### config.mk
export PLATFORM = sky130hd
export DESIGN_NAME = game_flow_controller_flat
export DESIGN_NICKNAME = d
export VERILOG_FILES = /design/src/rtl/game_flow_if.sv /design/src/rtl/game_flow_controller.sv /design/src/flat_wrapper.sv
export SDC_FILE = /design/constraint.sdc
export NUM_CORES = 1
export LEC_CHECK = 0
export CORE_ASPECT_RATIO = 0.75
export CORE_MARGIN = 2
export CORE_UTILIZATION = 54
export DETAILED_ROUTE_END_ITERATION = 12
export PLACE_DENSITY = 0.74
export SKIP_CTS_REPAIR_TIMING = 1
export SLEW_MARGIN = 20
export SYNTH_ARGS = -nofsm -noshare
export SYNTH_HDL_FRONTEND = slang
export SYNTH_SLANG_ARGS = --single-unit
### constraint.sdc
create_clock -name CLK100MHZ -period 2.7 [get_ports CLK100MHZ]
set_input_delay 0.27 -clock CLK100MHZ [delete_from_list [all_inputs] [get_ports CLK100MHZ]]
set_output_delay 0.27 -clock CLK100MHZ [all_outputs]
set_load 0.01 [all_outputs]
### src/rtl/game_flow_if.sv
// -----------------------------------------------------------------------------
// game_flow_if
// Bundles the debounced button pulses coming into the game flow controller and
// the control/display values it drives out to the display, mole generator and
// score counter.
//   btn_left/right/up/down/center : single-cycle button pulses
//   gamestart, gameend, lr        : game phase and selected setup field
//   difficulty                    : 0 easy, 1 medium, 2 hard
//   time_tens, time_ones          : BCD digits of the displayed time
//   sec_tick, score_clr, mole_en  : per-second pulse, score clear, mole gate
// Modports: master = the controller, slave = the surrounding system.
// -----------------------------------------------------------------------------
interface game_flow_if;
  logic       btn_left;
  logic       btn_right;
  logic       btn_up;
  logic       btn_down;
  logic       btn_center;
  logic       gamestart;
  logic       gameend;
  logic       lr;
  logic [1:0] difficulty;
  logic [3:0] time_tens;
  logic [3:0] time_ones;
  logic       sec_tick;
  logic       score_clr;
  logic       mole_en;

  modport master (
    input  btn_left, btn_right, btn_up, btn_down, btn_center,
    output gamestart, gameend, lr, difficulty, time_tens, time_ones,
           sec_tick, score_clr, mole_en
  );

  modport slave (
    output btn_left, btn_right, btn_up, btn_down, btn_center,
    input  gamestart, gameend, lr, difficulty, time_tens, time_ones,
           sec_tick, score_clr, mole_en
  );
endinterface

### src/rtl/game_flow_controller.sv
// -----------------------------------------------------------------------------
// game_flow_controller
// Runs the whack-a-mole SETUP -> RUN -> END flow: setup menu (field select and
// adjust of difficulty / game length), the per-second countdown and the
// return to setup. Every output is registered.
//   CLK100MHZ : system clock
//   rst_n     : asynchronous active-low reset
//   bus       : game_flow_if.master (buttons in, control and display out)
// -----------------------------------------------------------------------------
module game_flow_controller #(
  parameter int TICKS_PER_SEC = 100000000,
  parameter int TIME_DEFAULT  = 30,
  parameter int TIME_MIN      = 10,
  parameter int TIME_MAX      = 90,
  parameter int TIME_STEP     = 5
) (
  input  logic         CLK100MHZ,
  input  logic         rst_n,
  game_flow_if.master  bus
);

  localparam int PW = (TICKS_PER_SEC > 1) ? $clog2(TICKS_PER_SEC) : 1;
  localparam logic [PW-1:0] PS_LAST = PW'(TICKS_PER_SEC - 1);
  localparam logic [6:0] T_DEF  = 7'(TIME_DEFAULT);
  localparam logic [6:0] T_MIN  = 7'(TIME_MIN);
  localparam logic [6:0] T_MAX  = 7'(TIME_MAX);
  localparam logic [6:0] T_STEP = 7'(TIME_STEP);

  typedef enum logic [1:0] {
    ST_SETUP = 2'd0,
    ST_RUN   = 2'd1,
    ST_END   = 2'd2
  } state_t;

  state_t        state_r;
  logic [6:0]    set_time_r;
  logic [6:0]    remaining_r;
  logic [PW-1:0] prescaler_r;
  logic          lr_r;
  logic [1:0]    difficulty_r;
  logic          gamestart_r;
  logic          gameend_r;
  logic          sec_tick_r;
  logic          score_clr_r;
  logic          mole_en_r;
  logic [3:0]    time_tens_r;
  logic [3:0]    time_ones_r;
  logic [6:0]    disp_s;
  logic          up_s;
  logic          down_s;

  function automatic logic [3:0] bcd_tens(input logic [6:0] v);
    return 4'(v / 7'd10);
  endfunction

  function automatic logic [3:0] bcd_ones(input logic [6:0] v);
    return 4'(v % 7'd10);
  endfunction

  // Value shown on the display: chosen length in setup, countdown otherwise.
  always_comb begin
    disp_s = set_time_r;
    if (state_r == ST_SETUP) begin
      disp_s = set_time_r;
    end else begin
      disp_s = remaining_r;
    end
  end

  // Simultaneous up+down cancels out, so decode each as exclusive.
  always_comb begin
    up_s   = bus.btn_up & ~bus.btn_down;
    down_s = bus.btn_down & ~bus.btn_up;
  end

  // Game flow state machine with all outputs registered.
  always_ff @(posedge CLK100MHZ or negedge rst_n) begin
    if (!rst_n) begin
      state_r      <= ST_SETUP;
      set_time_r   <= T_DEF;
      remaining_r  <= 7'd0;
      prescaler_r  <= '0;
      lr_r         <= 1'b0;
      difficulty_r <= 2'd0;
      gamestart_r  <= 1'b0;
      gameend_r    <= 1'b0;
      sec_tick_r   <= 1'b0;
      score_clr_r  <= 1'b0;
      mole_en_r    <= 1'b0;
      time_tens_r  <= bcd_tens(T_DEF);
      time_ones_r  <= bcd_ones(T_DEF);
    end else begin
      sec_tick_r  <= 1'b0;
      score_clr_r <= 1'b0;
      // Digits trail the internal value by one cycle.
      time_tens_r <= bcd_tens(disp_s);
      time_ones_r <= bcd_ones(disp_s);
      case (state_r)
        ST_SETUP: begin
          if (bus.btn_center) begin
            // Start wins over any other button in the same cycle.
            state_r     <= ST_RUN;
            remaining_r <= set_time_r;
            prescaler_r <= '0;
            score_clr_r <= 1'b1;
            gamestart_r <= 1'b1;
            gameend_r   <= 1'b0;
            mole_en_r   <= 1'b1;
          end else begin
            if (bus.btn_left && !bus.btn_right) begin
              lr_r <= 1'b0;
            end else if (bus.btn_right && !bus.btn_left) begin
              lr_r <= 1'b1;
            end
            // Saturation tests happen before the add/subtract, so no wrap.
            if (up_s) begin
              if (!lr_r) begin
                difficulty_r <= (difficulty_r >= 2'd2) ? 2'd2 : difficulty_r + 2'd1;
              end else begin
                set_time_r <= (set_time_r >= T_MAX - T_STEP) ? T_MAX : set_time_r + T_STEP;
              end
            end else if (down_s) begin
              if (!lr_r) begin
                difficulty_r <= (difficulty_r == 2'd0) ? 2'd0 : difficulty_r - 2'd1;
              end else begin
                set_time_r <= (set_time_r <= T_MIN + T_STEP) ? T_MIN : set_time_r - T_STEP;
              end
            end
          end
        end
        ST_RUN: begin
          if (prescaler_r == PS_LAST) begin
            prescaler_r <= '0;
            sec_tick_r  <= 1'b1;
            if (remaining_r <= 7'd1) begin
              remaining_r <= 7'd0;
              state_r     <= ST_END;
              gameend_r   <= 1'b1;
              mole_en_r   <= 1'b0;
            end else begin
              remaining_r <= remaining_r - 7'd1;
            end
          end else begin
            prescaler_r <= prescaler_r + PW'(1);
          end
        end
        ST_END: begin
          prescaler_r <= '0;
          if (bus.btn_center) begin
            state_r     <= ST_SETUP;
            gamestart_r <= 1'b0;
            gameend_r   <= 1'b0;
            mole_en_r   <= 1'b0;
          end
        end
        default: begin
          state_r     <= ST_SETUP;
          prescaler_r <= '0;
          gamestart_r <= 1'b0;
          gameend_r   <= 1'b0;
          mole_en_r   <= 1'b0;
        end
      endcase
    end
  end

  assign bus.gamestart  = gamestart_r;
  assign bus.gameend    = gameend_r;
  assign bus.lr         = lr_r;
  assign bus.difficulty = difficulty_r;
  assign bus.time_tens  = time_tens_r;
  assign bus.time_ones  = time_ones_r;
  assign bus.sec_tick   = sec_tick_r;
  assign bus.score_clr  = score_clr_r;
  assign bus.mole_en    = mole_en_r;

endmodule

### src/flat_wrapper.sv
// flat-port wrapper written by rule: the top's interface ports become plain ports
module game_flow_controller_flat 
#(
  parameter int TICKS_PER_SEC = 100000000,
  parameter int TIME_DEFAULT  = 30,
  parameter int TIME_MIN      = 10,
  parameter int TIME_MAX      = 90,
  parameter int TIME_STEP     = 5
)
  (CLK100MHZ, rst_n, bus_btn_left, bus_btn_right, bus_btn_up, bus_btn_down, bus_btn_center, bus_gamestart, bus_gameend, bus_lr, bus_difficulty, bus_time_tens, bus_time_ones, bus_sec_tick, bus_score_clr, bus_mole_en);
  game_flow_if bus_i ();
  input  logic CLK100MHZ;
  input  logic rst_n;
  input wire logic [$bits(bus_i.btn_left)-1:0] bus_btn_left;
  input wire logic [$bits(bus_i.btn_right)-1:0] bus_btn_right;
  input wire logic [$bits(bus_i.btn_up)-1:0] bus_btn_up;
  input wire logic [$bits(bus_i.btn_down)-1:0] bus_btn_down;
  input wire logic [$bits(bus_i.btn_center)-1:0] bus_btn_center;
  output wire logic [$bits(bus_i.gamestart)-1:0] bus_gamestart;
  output wire logic [$bits(bus_i.gameend)-1:0] bus_gameend;
  output wire logic [$bits(bus_i.lr)-1:0] bus_lr;
  output wire logic [$bits(bus_i.difficulty)-1:0] bus_difficulty;
  output wire logic [$bits(bus_i.time_tens)-1:0] bus_time_tens;
  output wire logic [$bits(bus_i.time_ones)-1:0] bus_time_ones;
  output wire logic [$bits(bus_i.sec_tick)-1:0] bus_sec_tick;
  output wire logic [$bits(bus_i.score_clr)-1:0] bus_score_clr;
  output wire logic [$bits(bus_i.mole_en)-1:0] bus_mole_en;
  assign bus_i.btn_left = bus_btn_left;
  assign bus_i.btn_right = bus_btn_right;
  assign bus_i.btn_up = bus_btn_up;
  assign bus_i.btn_down = bus_btn_down;
  assign bus_i.btn_center = bus_btn_center;
  assign bus_gamestart = bus_i.gamestart;
  assign bus_gameend = bus_i.gameend;
  assign bus_lr = bus_i.lr;
  assign bus_difficulty = bus_i.difficulty;
  assign bus_time_tens = bus_i.time_tens;
  assign bus_time_ones = bus_i.time_ones;
  assign bus_sec_tick = bus_i.sec_tick;
  assign bus_score_clr = bus_i.score_clr;
  assign bus_mole_en = bus_i.mole_en;
  game_flow_controller #(.TICKS_PER_SEC(TICKS_PER_SEC), .TIME_DEFAULT(TIME_DEFAULT), .TIME_MIN(TIME_MIN), .TIME_MAX(TIME_MAX), .TIME_STEP(TIME_STEP)) u_core (.CLK100MHZ(CLK100MHZ), .rst_n(rst_n), .bus(bus_i));
endmodule
==> flow_metrics.env, run 1 <==
export IMPL_ys_types=61
export IMPL_grt_ovfl_total=0
export IMPL_synthArstFlopShare_pct=100
export IMPL_routed_wl_mm=9.36
export IMPL_arrival_ps=2980
export IMPL_design_area_um2=4430
export IMPL_drt_first_pass_iters=4
export IMPL_finalCriticalPeriod_ps=2780
export IMPL_leakage_nw=1.88
export IMPL_use_met2_pct=39.8
export IMPL_drive_gt1_share_pct=20.3
export IMPL_synth_area_leader_cell="dfrtp_1"
export IMPL_critical_path_required_ps=2900
export IMPL_fmax_ghz=0.360
export IMPL_synth_nets=420
export IMPL_num_rows=25
export IMPL_ys_ff_latch=59
export IMPL_netSwitchingFraction_pct=24.5
export IMPL_grtUsageMet1_pct=36.1
export IMPL_cts_buffer_depth=2
export IMPL_ios=23
export IMPL_avgRoutedWirePerCell_um=17.2
export IMPL_grt_met3_usage_pct=6.77
export IMPL_ys_flop_type="dfrtp_1"
export IMPL_track_usage_pct=25.4
export IMPL_period_share_pct=103
export IMPL_grt_busiest_layer="met2"
export IMPL_cts_tree="done"
export IMPL_run_status="finished with violations"
export IMPL_crit_path_start="u_core.state_r[1]"
export IMPL_yosysMostFrequentCell="dfrtp_1"
export IMPL_pwr_share_seq_pct=44.7
export IMPL_irDropWorstVdd_mv=0.233
export IMPL_clock_sinks=59
export IMPL_violations="negative hold slack, negative setup slack"
export IMPL_fp_dieH_um=74.0
export IMPL_grt_pass1_wl_mm=14.5
export IMPL_viasPerCell=6.18
export IMPL_tns_ps=-162
export IMPL_yosysWarnings=0
export IMPL_syn_inst=404
export IMPL_fin_skew_ps=7.56
export IMPL_place_ws_ps=-61.4
export IMPL_finalSetupViolations=3
export IMPL_cp_start_kind="flop"
export IMPL_synth_seq_area_share_pct=42.1
export IMPL_syn_avg_cell_area_um2=8.73
export IMPL_first_iter_violations=335
export IMPL_cts_root_buf="clkbuf_8"
export IMPL_p_int_mw=1.58
export IMPL_path_class="reg -> reg"
export IMPL_synthTopCellsByArea="dfrtp_1 38%, nor2_1 5.3%, o21ai_0 5.2%, dfstp_2 4.5%, nand2_1 3.8%"
export IMPL_crit_fanout=10
export IMPL_synthDominantCellAreaShare_pct=37.6
export IMPL_final_nets=473
export IMPL_hold_violations=25
export IMPL_vias=3357
export IMPL_grt_max_degree=33
export IMPL_initial_core_util_pct=55.8
export IMPL_slew_viol_final=0
export IMPL_cts_buffers=9
export IMPL_grt_pass1_vias=2992
export IMPL_dp_hpwl_mm=6.28
export IMPL_h_tree_depth=3
export IMPL_synth_area_um2=3530
export IMPL_ant_nets=0
export IMPL_die_w_um=97.3
export IMPL_clock_latency_ps=340
export IMPL_clk_pin_slew_ps=70
export IMPL_gp_congestion=0.868
export IMPL_totalPowerFinal_mw=2.09
export IMPL_port_buffer_count=22
export IMPL_antenna_found_initial=0
export IMPL_synth_commonest_cells="53 x dfrtp_1, 50 x nor2_1, 37 x o21ai_0"
export IMPL_drc=0
export IMPL_r2r_start="u_core.state_r[1]"
export IMPL_die_area_um2=7200
export IMPL_maxSlewHeadroom_pct=41.6
export IMPL_power_frac_comb_pct=11.3
export IMPL_switchingPower_mw=0.513
export IMPL_core_um2=6320
export IMPL_worstMarginPinSlew_ps=874
export IMPL_area_growth_pct=25.5
export IMPL_holdWs_ps=-19.9
export IMPL_synth_edf_count=0
export IMPL_setup_ws_ps=-78.9
export IMPL_p_clk_share_pct=43.9
export IMPL_fillers=465
export IMPL_antennaDiodeCount=0
export IMPL_place_area_um2=4020
export IMPL_min_delay_path_class="in -> async"
export IMPL_maxCapViolCount=0
export IMPL_end_kind="flop"
export IMPL_cellPowerDensity_nw_per_um2=472
-- power by group through the flow --
stage	clock network (mW)	registers, mW	logic, mW
after floorplan	0	0.958	0.0876
after detailed placement	0	0.951	0.203
after global placement	0	0.949	0.197
after global routing	0.970	0.939	0.255
after CTS	0.927	0.934	0.204
final	0.918	0.935	0.236
-- per-stage QoR --
stage	hold slack [ps]	util [%]	cells
after floorplan	-25.6	-	404
after global placement	367	63.7	523
after detailed placement	376	63.7	523
after CTS	7.15	67.3	539
after global routing	25.2	70.1	543
final	-19.9	70.1	543
-- metal layers --
metal  share of wire (%)  up-vias
met4                0.94        0
met5                   0        -
met3                 6.9        9
met2                  44      133
li1                    -     1562
met1                  48     1653
-- critical path, cell delays in order, from the launching register on --
cell	delay, ps
dfrtp_2	480
buf_4	200
nor4b_4	300
a31oi_2	80
a32oi_2	280
and3_4	260
a211oi_4	50
ha_4	190
o2111ai_2	80
o211ai_2	140
a221o_1	410
xor2_1	180
-- cells by family after synthesis --
group           count (synthesis)  synth area share, %
fa+ha+maj                       9                 3.19
mux                            10                 3.33
buf+inv                        32                 3.76
simple gates                  166                 23.4
xor+xnor                       19                 4.72
compound gates                109                 19.5
flops                          59                 42.1
-- placed cells by master, fill, tap and decap left out, types with 10 or more instances in the layout --
cell type / n
buf_4: 37
nor2_1: 48
dfrtp_1: 51
nor3_1: 10
xor2_1: 13
nand3_1: 16
nand2_1: 36
o21ai_0: 37
a21oi_1: 23
clkdlybuf4s50_1: 21
clkbuf_8: 10
inv_1: 12
-- final timing paths --
check                                                to  slack [ps]  cells past startpoint
worst min register to register       u_core.bus.mole_en         520                      2
worst min-delay path                u_core.bus.sec_tick         -20                      1
max in group asynchronous          u_core.set_time_r[3]        1980                      2
worst max register to register  u_core.bus.time_ones[1]         -80                     11
min in group CLK100MHZ               u_core.bus.mole_en         520                      2
worst max-delay path            u_core.bus.time_ones[1]         -80                     11
-- final cells by class --
cell class / instances / area [um^2] / area share (%)
clock inverters: 6 / 88.8 / 2.01
well taps: 81 / 101 / 2.29
flip-flops and latches: 59 / 1490 / 33.6
repair buffers: 61 / 515 / 11.6
multi-input cells: 313 / 2050 / 46.3
clock buffers: 10 / 138 / 3.11
inverters: 13 / 48.8 / 1.10
-- registers in the layout (all words and copies together) (netlist names), 2 cells and up --
signal and cells:
u_core.bus.time_ones 4, u_core.remaining_r 7, u_core.state_r 2, u_core.prescaler_r 27, u_core.set_time_r 7, u_core.bus.difficulty 2
u_core.bus.time_tens 4
Power figures use the tool's default switching activity.
==> run 2, diff against run 1 <==
CORE_UTILIZATION = 50   (was 54)
PLACE_DENSITY = 0.69   (was 0.74)
==> flow_metrics.env, run 2 (synthesis gave the netlist of run 1 again) <==
export IMPL_run_status="finished with violations"
export IMPL_violations="negative hold slack"
export IMPL_setup_ws_ps=79.5
export IMPL_fmax_ghz=0.382
export IMPL_period_share_pct=97.1
export IMPL_arrival_ps=2840
export IMPL_drt_first_pass_iters=4
export IMPL_die_w_um=101
export IMPL_cellPowerDensity_nw_per_um2=451
export IMPL_fillers=547
export IMPL_initial_core_util_pct=51.6
export IMPL_irDropWorstVdd_mv=0.270
export IMPL_grt_pass1_wl_mm=15.0
export IMPL_avgRoutedWirePerCell_um=16.7
export IMPL_crit_fanout=6
export IMPL_final_nets=478
export IMPL_h_tree_depth=3
export IMPL_drive_gt1_share_pct=21.0
export IMPL_critical_path_required_ps=2920
export IMPL_clk_pin_slew_ps=80
export IMPL_place_ws_ps=-60.9
export IMPL_maxSlewHeadroom_pct=38.9
export IMPL_grt_ovfl_total=0
export IMPL_clock_latency_ps=340
export IMPL_largest_reg_flops=27
export IMPL_drc=0
export IMPL_end_kind="flop"
export IMPL_cts_buffers=9
export IMPL_ant_nets=0
export IMPL_viasPerCell=6.07
export IMPL_vias=3337
export IMPL_grt_max_degree=34
export IMPL_fp_dieH_um=76.8
export IMPL_cp_start_kind="flop"
export IMPL_totalPowerFinal_mw=1.99
export IMPL_dp_hpwl_mm=6.06
export IMPL_rsz0062_at_grt="yes"
export IMPL_leakage_nw=1.89
export IMPL_cts_tree="done"
export IMPL_die_area_um2=7750
export IMPL_first_iter_violations=245
export IMPL_antenna_found_initial=0
export IMPL_port_buffer_count=22
export IMPL_dp_cells=530
export IMPL_maxCapViolCount=0
export IMPL_fin_skew_ps=12.6
export IMPL_instances_no_fill=550
export IMPL_place_area_um2=4060
export IMPL_path_class="reg -> reg"
export IMPL_finalCriticalPeriod_ps=2620
export IMPL_gp_congestion=0.877
export IMPL_antennaDiodeCount=0
export IMPL_final_common_cell="dfrtp_1"
export IMPL_num_rows=26
export IMPL_cts_buffer_depth=2
export IMPL_largestRegisters="u_core.prescaler_r x27, u_core.remaining_r x7, u_core.set_time_r x7"
export IMPL_hold_violations=9
export IMPL_finalSetupViolations=0
export IMPL_cts_root_buf="clkbuf_8"
export IMPL_core_um2=6830
export IMPL_routed_wl_mm=9.19
export IMPL_min_delay_path_class="in -> async"
export IMPL_area_growth_pct=25.4
export IMPL_layout_common_cells="51 x dfrtp_1, 48 x nor2_1, 41 x buf_4"
export IMPL_worstMarginPinSlew_ps=915
export IMPL_track_usage_pct=24.2
export IMPL_slew_viol_final=0
export IMPL_ios=23
export IMPL_clock_sinks=59
export IMPL_design_area_um2=4420
export IMPL_holdWs_ps=-6.85
export IMPL_grt_pass1_vias=3038
export IMPL_top_register="u_core.prescaler_r"
-- run 2: final cells by class --
type | count | area [um^2] | share of cell area [%]
flip-flops and latches | 59 | 1490 | 33.6
inverters | 13 | 48.8 | 1.10
multi-input cells | 313 | 2020 | 45.8
clock inverters | 4 | 50.0 | 1.13
clock buffers | 11 | 151 | 3.42
well taps | 84 | 105 | 2.38
repair buffers | 66 | 557 | 12.6
-- run 2: where the power goes --
part,switching [mW],leakage [nW],internal (mW),total (mW)
Sequential,0.0201,0.705,0.915,0.935
Clock,0.362,0.0974,0.470,0.832
Combinational,0.112,1.08,0.116,0.228
-- run 2: metal layers --
| metal | vias to the layer above | wire length, um | track usage [%] |
|---|---|---|---|
| li1 | 1579 | - | - |
| met1 | 1624 | 4570 | 37.3 |
| met2 | 120 | 4040 | 34.3 |
| met3 | 14 | 488 | 5.47 |
| met4 | 0 | 97 | 5.54 |
| met5 | - | 0 | 0 |
-- run 2: path summary, 6_finish.rpt --
| kind | from | end | slack [ps] | cells after the start |
|---|---|---|---|---|
| hold / removal | rst_n | u_core.bus.sec_tick | -7 | 1 |
| max in group asynchronous | rst_n | u_core.set_time_r[3] | 1960 | 2 |
| hold reg to reg | u_core.bus.gamestart | u_core.bus.gamestart | 510 | 2 |
| setup reg to reg | u_core.state_r[0] | u_core.bus.time_ones[1] | 80 | 11 |
| setup / recovery | u_core.state_r[0] | u_core.bus.time_ones[1] | 80 | 11 |
| min in group CLK100MHZ | u_core.bus.gamestart | u_core.bus.gamestart | 510 | 2 |
-- run 2: per-stage QoR --
stage	hold slack, ps	TNS, ps	util (%)
2_1_floorplan	-25.6	0	-
4_1_cts	10.6	-102	62.3
6_report	-6.85	0	64.7
5_1_grt	49.1	-110	64.7
3_5_place_dp	380	-76.9	59.4
3_3_place_gp	382	0	59.4
-- run 2: critical path: stages, from the launching register on --
cell       delay [ps]
dfrtp_2           460
buf_6             150
or4_4             490
o31ai_4            80
mux2i_2           130
mux2i_4           170
a211oi_2          100
ha_2              220
o2111ai_2          70
o211ai_2          100
a221o_1           380
xor2_1            150
